**src/rtl/dm_responder.sv**
```systemverilog
// Data-memory responder with a fixed wait-state count and a stall/done/err handshake
// toward a pipelined core's MEM stage.
module dm_responder #(
    parameter int ADDR_W      = 6,
    parameter int WAIT_CYCLES = 2
) (
    input  logic        clk,
    input  logic        rst,
    input  logic        MemRead,
    input  logic        MemWrite,
    input  logic [31:0] addr,
    input  logic [31:0] data,
    output logic [31:0] DM_data,
    output logic        busy,
    output logic        done,
    output logic        err
);

    localparam int DEPTH = 2 ** ADDR_W;
    localparam logic [3:0] CNT_INIT = (WAIT_CYCLES > 0) ? 4'(WAIT_CYCLES - 1) : 4'd0;

    typedef enum logic [1:0] {IDLE, WAIT, RESP} state_t;

    state_t      state_reg, state_next;
    logic [3:0]  cnt_reg, cnt_next;
    logic [31:0] addr_reg;
    logic [31:0] data_reg;
    logic        rd_reg;
    logic        wr_reg;
    logic        err_flag_reg;
    logic [31:0] dm_data_reg;

    logic [31:0] mem [DEPTH];
    logic [DEPTH-1:0] valid_reg;

    logic              req;
    logic              enter_resp;
    logic [31:0]       op_addr;
    logic [31:0]       op_data;
    logic              op_rd;
    logic              op_wr;
    logic [ADDR_W-1:0] op_idx;
    logic              op_err;
    logic              mem_we;
    logic              rd_load;

    assign req = MemRead | MemWrite;

    always_ff @(posedge clk) begin
        if (rst) begin
            state_reg <= IDLE;
            cnt_reg   <= 4'd0;
        end else begin
            state_reg <= state_next;
            cnt_reg   <= cnt_next;
        end
    end

    always_comb begin
        state_next = state_reg;
        cnt_next   = cnt_reg;
        case (state_reg)
            IDLE: begin
                if (req) begin
                    if (WAIT_CYCLES == 0) begin
                        state_next = RESP;
                    end else begin
                        state_next = WAIT;
                        cnt_next   = CNT_INIT;
                    end
                end
            end
            WAIT: begin
                if (cnt_reg == 4'd0) begin
                    state_next = RESP;
                end else begin
                    cnt_next = cnt_reg - 4'd1;
                end
            end
            RESP:    state_next = IDLE;
            default: state_next = IDLE;
        endcase
    end

    // With no wait states the access happens on the accept edge itself, so the
    // live inputs stand in for the captured request while still in IDLE.
    assign op_addr = (state_reg == IDLE) ? addr     : addr_reg;
    assign op_data = (state_reg == IDLE) ? data     : data_reg;
    assign op_rd   = (state_reg == IDLE) ? MemRead  : rd_reg;
    assign op_wr   = (state_reg == IDLE) ? MemWrite : wr_reg;
    assign op_idx  = op_addr[ADDR_W+1:2];

    assign op_err = (op_addr[1:0] != 2'b00)
                  | (|op_addr[31:ADDR_W+2])
                  | (op_rd & op_wr);

    assign enter_resp = !rst && (state_reg != RESP) && (state_next == RESP);
    assign mem_we     = enter_resp && op_wr && !op_err;
    assign rd_load    = enter_resp && op_rd && !op_err;

    always_ff @(posedge clk) begin
        if (rst) begin
            addr_reg     <= 32'd0;
            data_reg     <= 32'd0;
            rd_reg       <= 1'b0;
            wr_reg       <= 1'b0;
            err_flag_reg <= 1'b0;
        end else begin
            if (state_reg == IDLE && req) begin
                addr_reg <= addr;
                data_reg <= data;
                rd_reg   <= MemRead;
                wr_reg   <= MemWrite;
            end
            if (enter_resp) begin
                err_flag_reg <= op_err;
            end
        end
    end

    // Storage array has no reset; per-word valid bits make a reset read back as zero.
    always_ff @(posedge clk) begin
        if (mem_we) begin
            mem[op_idx] <= op_data;
        end
    end

    generate
        for (genvar gi = 0; gi < DEPTH; gi++) begin : g_valid
            always_ff @(posedge clk) begin
                if (rst) begin
                    valid_reg[gi] <= 1'b0;
                end else if (mem_we && op_idx == ADDR_W'(gi)) begin
                    valid_reg[gi] <= 1'b1;
                end
            end
        end
    endgenerate

    always_ff @(posedge clk) begin
        if (rst) begin
            dm_data_reg <= 32'd0;
        end else if (rd_load) begin
            dm_data_reg <= valid_reg[op_idx] ? mem[op_idx] : 32'd0;
        end
    end

    assign DM_data = dm_data_reg;
    assign busy    = !rst && ((state_reg == IDLE && req) || state_reg == WAIT);
    assign done    = (state_reg == RESP);
    assign err     = (state_reg == RESP) && err_flag_reg;

endmodule

```
**config.mk**
```make
export PLATFORM = sky130hd
export DESIGN_NAME = dm_responder
export DESIGN_NICKNAME = d
export VERILOG_FILES = /design/src/rtl/dm_responder.sv
export SDC_FILE = /design/constraint.sdc
export NUM_CORES = 2
export LEC_CHECK = 0
export CORE_AREA = 3 3 522 524
export DETAILED_ROUTE_END_ITERATION = 8
export DIE_AREA = 0 0 525 527
export HOLD_SLACK_MARGIN = 0.02
export PLACE_DENSITY = 0.47
export SLEW_MARGIN = 20
export SYNTH_ARGS = -nofsm -noshare
export SYNTH_HDL_FRONTEND = slang
export SYNTH_SLANG_ARGS = --single-unit
```
**constraint.sdc**
```tcl
create_clock -name clk -period 8.1 [get_ports clk]
set_input_delay 1.62 -clock clk [delete_from_list [all_inputs] [get_ports clk]]
set_output_delay 1.62 -clock clk [all_outputs]
set_load 0.1 [all_outputs]
```
After elaboration in Yosys (flattened, before gate mapping)
Memories as Yosys holds them, arrays and structs flattened.
Index checks and enable logic that the tools add are counted.
{"block": "totals", "input_bits": 68, "reg_bits": 169, "wordCells": 246, "mem_count": 1, "out_inout_bits": 35, "ram_bits": 2048}
{"block": "op_classes", "eq_ne": 69, "n_lt_le_gt_ge": 1, "reduce_logical": 83, "bitwise": 4, "mux": 15, "addsub": 1}
{"name": "mem", "depth": 64, "width": 32, "read_ports": 1, "rd_ports_with_merged_regs": 0, "wr": 1, "line_no": "33", "text": "logic [31:0] mem [DEPTH];"}
{"cell": "$eq 6x6->1 const B", "count": 32}
{"cell": "$eq 6x5->1 const B", "count": 16}
{"cell": "$mux 32", "count": 3}
{"cell": "$logic_and 1x1->1", "count": 73}
{"cell": "$eq 6x4->1 const B", "count": 8}
{"cell": "$eq 6x3->1 const B", "count": 4}
{"cell": "$reduce_or 24->1", "count": 1}
{"cell": "$eq 6x2->1 const B", "count": 2}
{"cell": "$mux 4", "count": 2}
{"cell": "$pmux 4 s2", "count": 1}
{"cell": "$lt 6x7->1 const B", "count": 1}
{"cell": "$bmux 1 s6", "count": 1}
{"cell": "$eq 6x1->1 const B", "count": 1}
{"cell": "$logic_not 6->1", "count": 1}
{"cell": "$ne 2x2->1 const B", "count": 3}
{"cell": "$mux 1", "count": 5}
{"cell": "$eq 2x2->1 const B", "count": 2}
{"cell": "$logic_not 4->1", "count": 1}
{"cell": "$mux 2", "count": 2}
{"cell": "$pmux 2 s2", "count": 1}
{"cell": "$reduce_bool 2->1", "count": 2}
{"cell": "$sub 4x1->4 const B", "count": 1}
{"cell": "$or 1x1->1", "count": 3}
{"cell": "$reduce_and 3->1", "count": 1}
{"cell": "other kinds (5)", "count": 6}

Longest topological paths before layout
{"block": "logic_depth", "depth_word": 9, "ltp_mapped": 12, "depth_no_buf": 10}

Worst setup path before layout
OpenSTA, ideal clock, no wires.
{"block": "synth_timing", "kind": "input -> output", "from": "in MemWrite", "to": "out busy", "slack_ns": 3.008, "t_arrival_ns": 3.472, "path_stages": 3, "t_required_ns": 6.480, "path_buffers": 1, "path_cell_list": "o21ai_0 > clkbuf_1 > a21oi_1"}
{"block": "synth_via", "elab_chain_cells": 4}
{"element": "from (decl)", "line_no": "10", "text": "input logic MemWrite,"}
{"element": "$or 1x1->1", "line_no": "47", "text": "assign req = MemRead | MemWrite;"}
{"element": "$logic_and 1x1->1", "line_no": "149", "text": "assign busy = !rst && ((state_reg == IDLE && req) || state_reg == WAIT);"}
{"element": "$logic_or 1x1->1", "line_no": "149"}
{"element": "$logic_and 1x1->1", "line_no": "149"}
{"element": "to (decl)", "line_no": "14", "text": "output logic busy,"}
Every way passes these cells.

Worst setup path in the final report
{"block": "layout_timing", "from": "in MemRead", "to": "out busy"}
{"block": "layout_via", "elab_chain_cells": 4}
{"element": "from (decl)", "line_no": "9", "text": "input logic MemRead,"}
{"element": "$or 1x1->1", "line_no": "47"}
{"element": "$logic_and 1x1->1", "line_no": "149"}
{"element": "$logic_or 1x1->1", "line_no": "149"}
{"element": "$logic_and 1x1->1", "line_no": "149"}
Every way passes these cells.

==> results.json <==
{
  "ys_types": 50,
  "hp-start": "addr_reg[19]",
  "max_slew_margin_pct": 19.32,
  "design_area_mm2": 0.09393,
  "dieArea_mm2": 0.2767,
  "netlist_top_cells_area": "edfxtp_1 77%, o22ai_1 8.0%, dfxtp_1 4.2%",
  "antenna_found_initial": 16,
  "place_area_mm2": 0.08683,
  "nets": 5228,
  "ys_seq_elements": 2217,
  "grt_util_all_layers_pct": 18.61,
  "status": "complete, no violations",
  "finalSetupTns_ns": 0,
  "cp.required_ns": 6.48,
  "cts_buffers": 226,
  "setup_violations": 0,
  "dieWidth_um": 525,
  "synth_nets": 5076,
  "coreArea_mm2": 0.2679,
  "viasPerCell": 5.452,
  "min_path_type": "reg2reg",
  "synth_edf_count": 2048,
  "slew_viol_final": 0,
  "critPathCaptureType": "output pin",
  "hold_buffers": 0,
  "vias": 48590,
  "fin_skew_ns": 0.08497,
  "hpwl_um": 152900,
  "gp_congestion": 0.7812,
  "clk_pin_slew_ns": 0.05,
  "critPathMaxStageDelay_ns": 1.18,
  "clock_latency_ns": 0.89,
  "htreeDepth": 4,
  "reg2reg_from": "state_reg[1]",
  "grt-ovfl-total": 0,
  "cts_setup_buffers": 0,
  "syn_inst": 5006,
  "synth_top_area_share_pct": 76.58,
  "async_reset_ff_share_pct": 0,
  "drc": 0,
  "powerDensity_mw_per_mm2": 304.0,
  "synth_area_mm2": 0.08030,
  "synth_area_per_cell_um2": 16.04,
  "postCtsResizedCells": 0,
  "clockBufferDepth": 3,
  "cp-start-kind": "primary input",
  "critical_path_arrival_ns": 3.78,
  "largest_reg_flops": 2048,
  "grt_max_degree": 99,
  "area_growth_pct": 16.97,
  "antenna_left": 0,
  "yosysWarnings": 0,
  "ys_seq_area_share_pct": 80.80,
  "layout-drive-gt1-share_pct": 11.25,
  "worst_pin_slew_ns": 1.195,
  "start_util_pct": 29.97,
  "drt_iter0_markers": 5567,
  "yosysTopAreaCell": "edfxtp_1",
  "startpoint": "MemRead",
  "cpMostUsedCell": "clkdlybuf4s50_1",
  "ios": 103,
  "post-route-period-util_pct": 66.72,
  "finalHoldViolations": 0,
  "io_buffers": 102,
  "grt_pass1_vias": 47430,
  "cts_tree": "yes",
  "grt_pass1_wl_um": 372100,
  "wirelength_um": 265100,
  "path_cells": "clkdlybuf4s50_1 -> o21ai_4 -> a21oi_1 -> clkdlybuf4s50_1",
  "p_leak_nw": 28.09,
  "maxClockFrequency_mhz": 185.1,
  "instances_no_fill": 8913,
  "cp_max_fo": 3,
  "cts_sinks": 2217,
  "placedCellCount": 8482,
  "peakVddDrop_v": 0.0001943,
  "rsz0062_at_grt": "no",
  "period_minus_slack_ns": 5.404,
  "dr.pass1.iters": 5,
  "rows": 190,
  "root_buffer": "clkbuf_16",
  "drv_cap": 0,
  "p_total_mw": 28.56,
  "setup.worst_path.class": "in2out",
  "crit_path_top_delay_cell": "clkdlybuf4s50_1",
  "routedWlPerCell_um": 29.75,
  "die_h_um": 527,
  "ys.flop_type": "edfxtp_1"
}
-- cell families (layout without fill, tap and decap cells) --
group | count (synthesis) | after routing | share of synthesized area (%)
buf+inv | 366 | 719 | 1.985
compound gates | 1898 | 1898 | 14.40
xor+xnor | 1 | 1 | 0.01091
fa+ha+maj | 2 | 2 | 0.03116
flops | 2217 | 2217 | 80.80
mux | 6 | 6 | 0.09348
other cells | 0 | 2 | 0
simple gates | 516 | 516 | 2.683
-- worst max-delay path: cells and delay by family --
family | cells | cell delay, ns
AO/OA/AOI/OAI | 2 | 0.29
buffers and inverters | 2 | 1.86
-- final timing paths --
kind | cells after the start | end | slack, ns
max | 4 | busy | 2.70
min | 2 | addr_reg[19] | 0.45
max reg2reg | 11 | DM_data[10] | 3.30
min reg2reg | 2 | addr_reg[19] | 0.45
-- layout make-up --
cell class	count	area [um2]
Inverter	5	18.77
Fill cell	25300	174000
Tap cell	3552	4444
Multi-Input combinational cell	2423	14590
Antenna cell	2	5.005
Timing Repair Buffer	285	2898
Clock inverter	99	824.5
Sequential cell	2217	64880
Clock buffer	330	6270
-- per-layer routing --
layer	global-route usage [%]	wire length (um)	vias to the layer above
met5	0	13	-
met4	4.506	5730	2
met3	2.636	16440	340
met2	29.85	124600	1816
met1	26.63	118300	25600
li1	-	-	20830
-- stage by stage --
| step | util (%) | hold slack [ns] | worst slack, ns |
|---|---|---|---|
| 3_3_place_gp | 32.31 | 0.4417 | 2.133 |
| 5_1_grt | 35.06 | 0.4713 | 2.613 |
| 4_1_cts | 35.06 | 0.4541 | 2.663 |
| 3_5_place_dp | 32.41 | 0.4483 | 2.202 |
| 6_report | 35.06 | 0.4543 | 2.696 |
| 2_1_floorplan | - | 0.4360 | 3.008 |
-- synthesized netlist by cell type (all sizes together) (3+ instances only) --
cell	number
edfxtp	2048
o22ai	1024
o21ai	509
nand2	264
clkbuf	200
dfxtp	169
nor2	163
buf	161
a21oi	150
a41oi	124
nor4	44
a22o	32
a22oi	32
nor3	11
nand3	9
a21boi	8
nand2b	6
inv	5
nand3b	4
nand4	4
o21a	4
o41ai	4
a211oi	3
and2	3
mux2	3
mux2i	3
-- layout by cell type (no fill, tap or decap), types with 5 or more instances in the layout --
cell             netlist  routed
nand3_1                9       9
nand2_2                0      23
nor2_1               163      96
o21ai_0              487     485
inv_1                  5       5
nand2b_1               6       6
nor2_4                 0      67
clkbuf_8               0      16
clkbuf_16              0     229
clkinv_16              0       9
a41oi_1              124     124
dfxtp_1              169     169
clkinv_2               0      25
nor4_1                44      44
a21boi_0               8       8
a22o_1                32      32
nand2_4                0      10
buf_4                  2     145
bufinv_16              0       5
o22ai_1             1022    1022
clkdlybuf4s50_1        0     101
nor3_1                10      10
o21ai_1               21      18
a21oi_1              148     148
edfxtp_1            2048    2048
buf_12                 0      35
nand2_1              264     231
a22oi_1               32      32
clkinv_1               0      52
clkbuf_1             200      85
-- report_power, final --
group          total, mW  switching, mW  internal, mW
combinational       5.13           3.99          1.15
sequential          13.4         0.0389          13.4
clock               9.97           4.44          5.54
total               28.6           8.46          20.1
(Power assumes the default switching activity.)
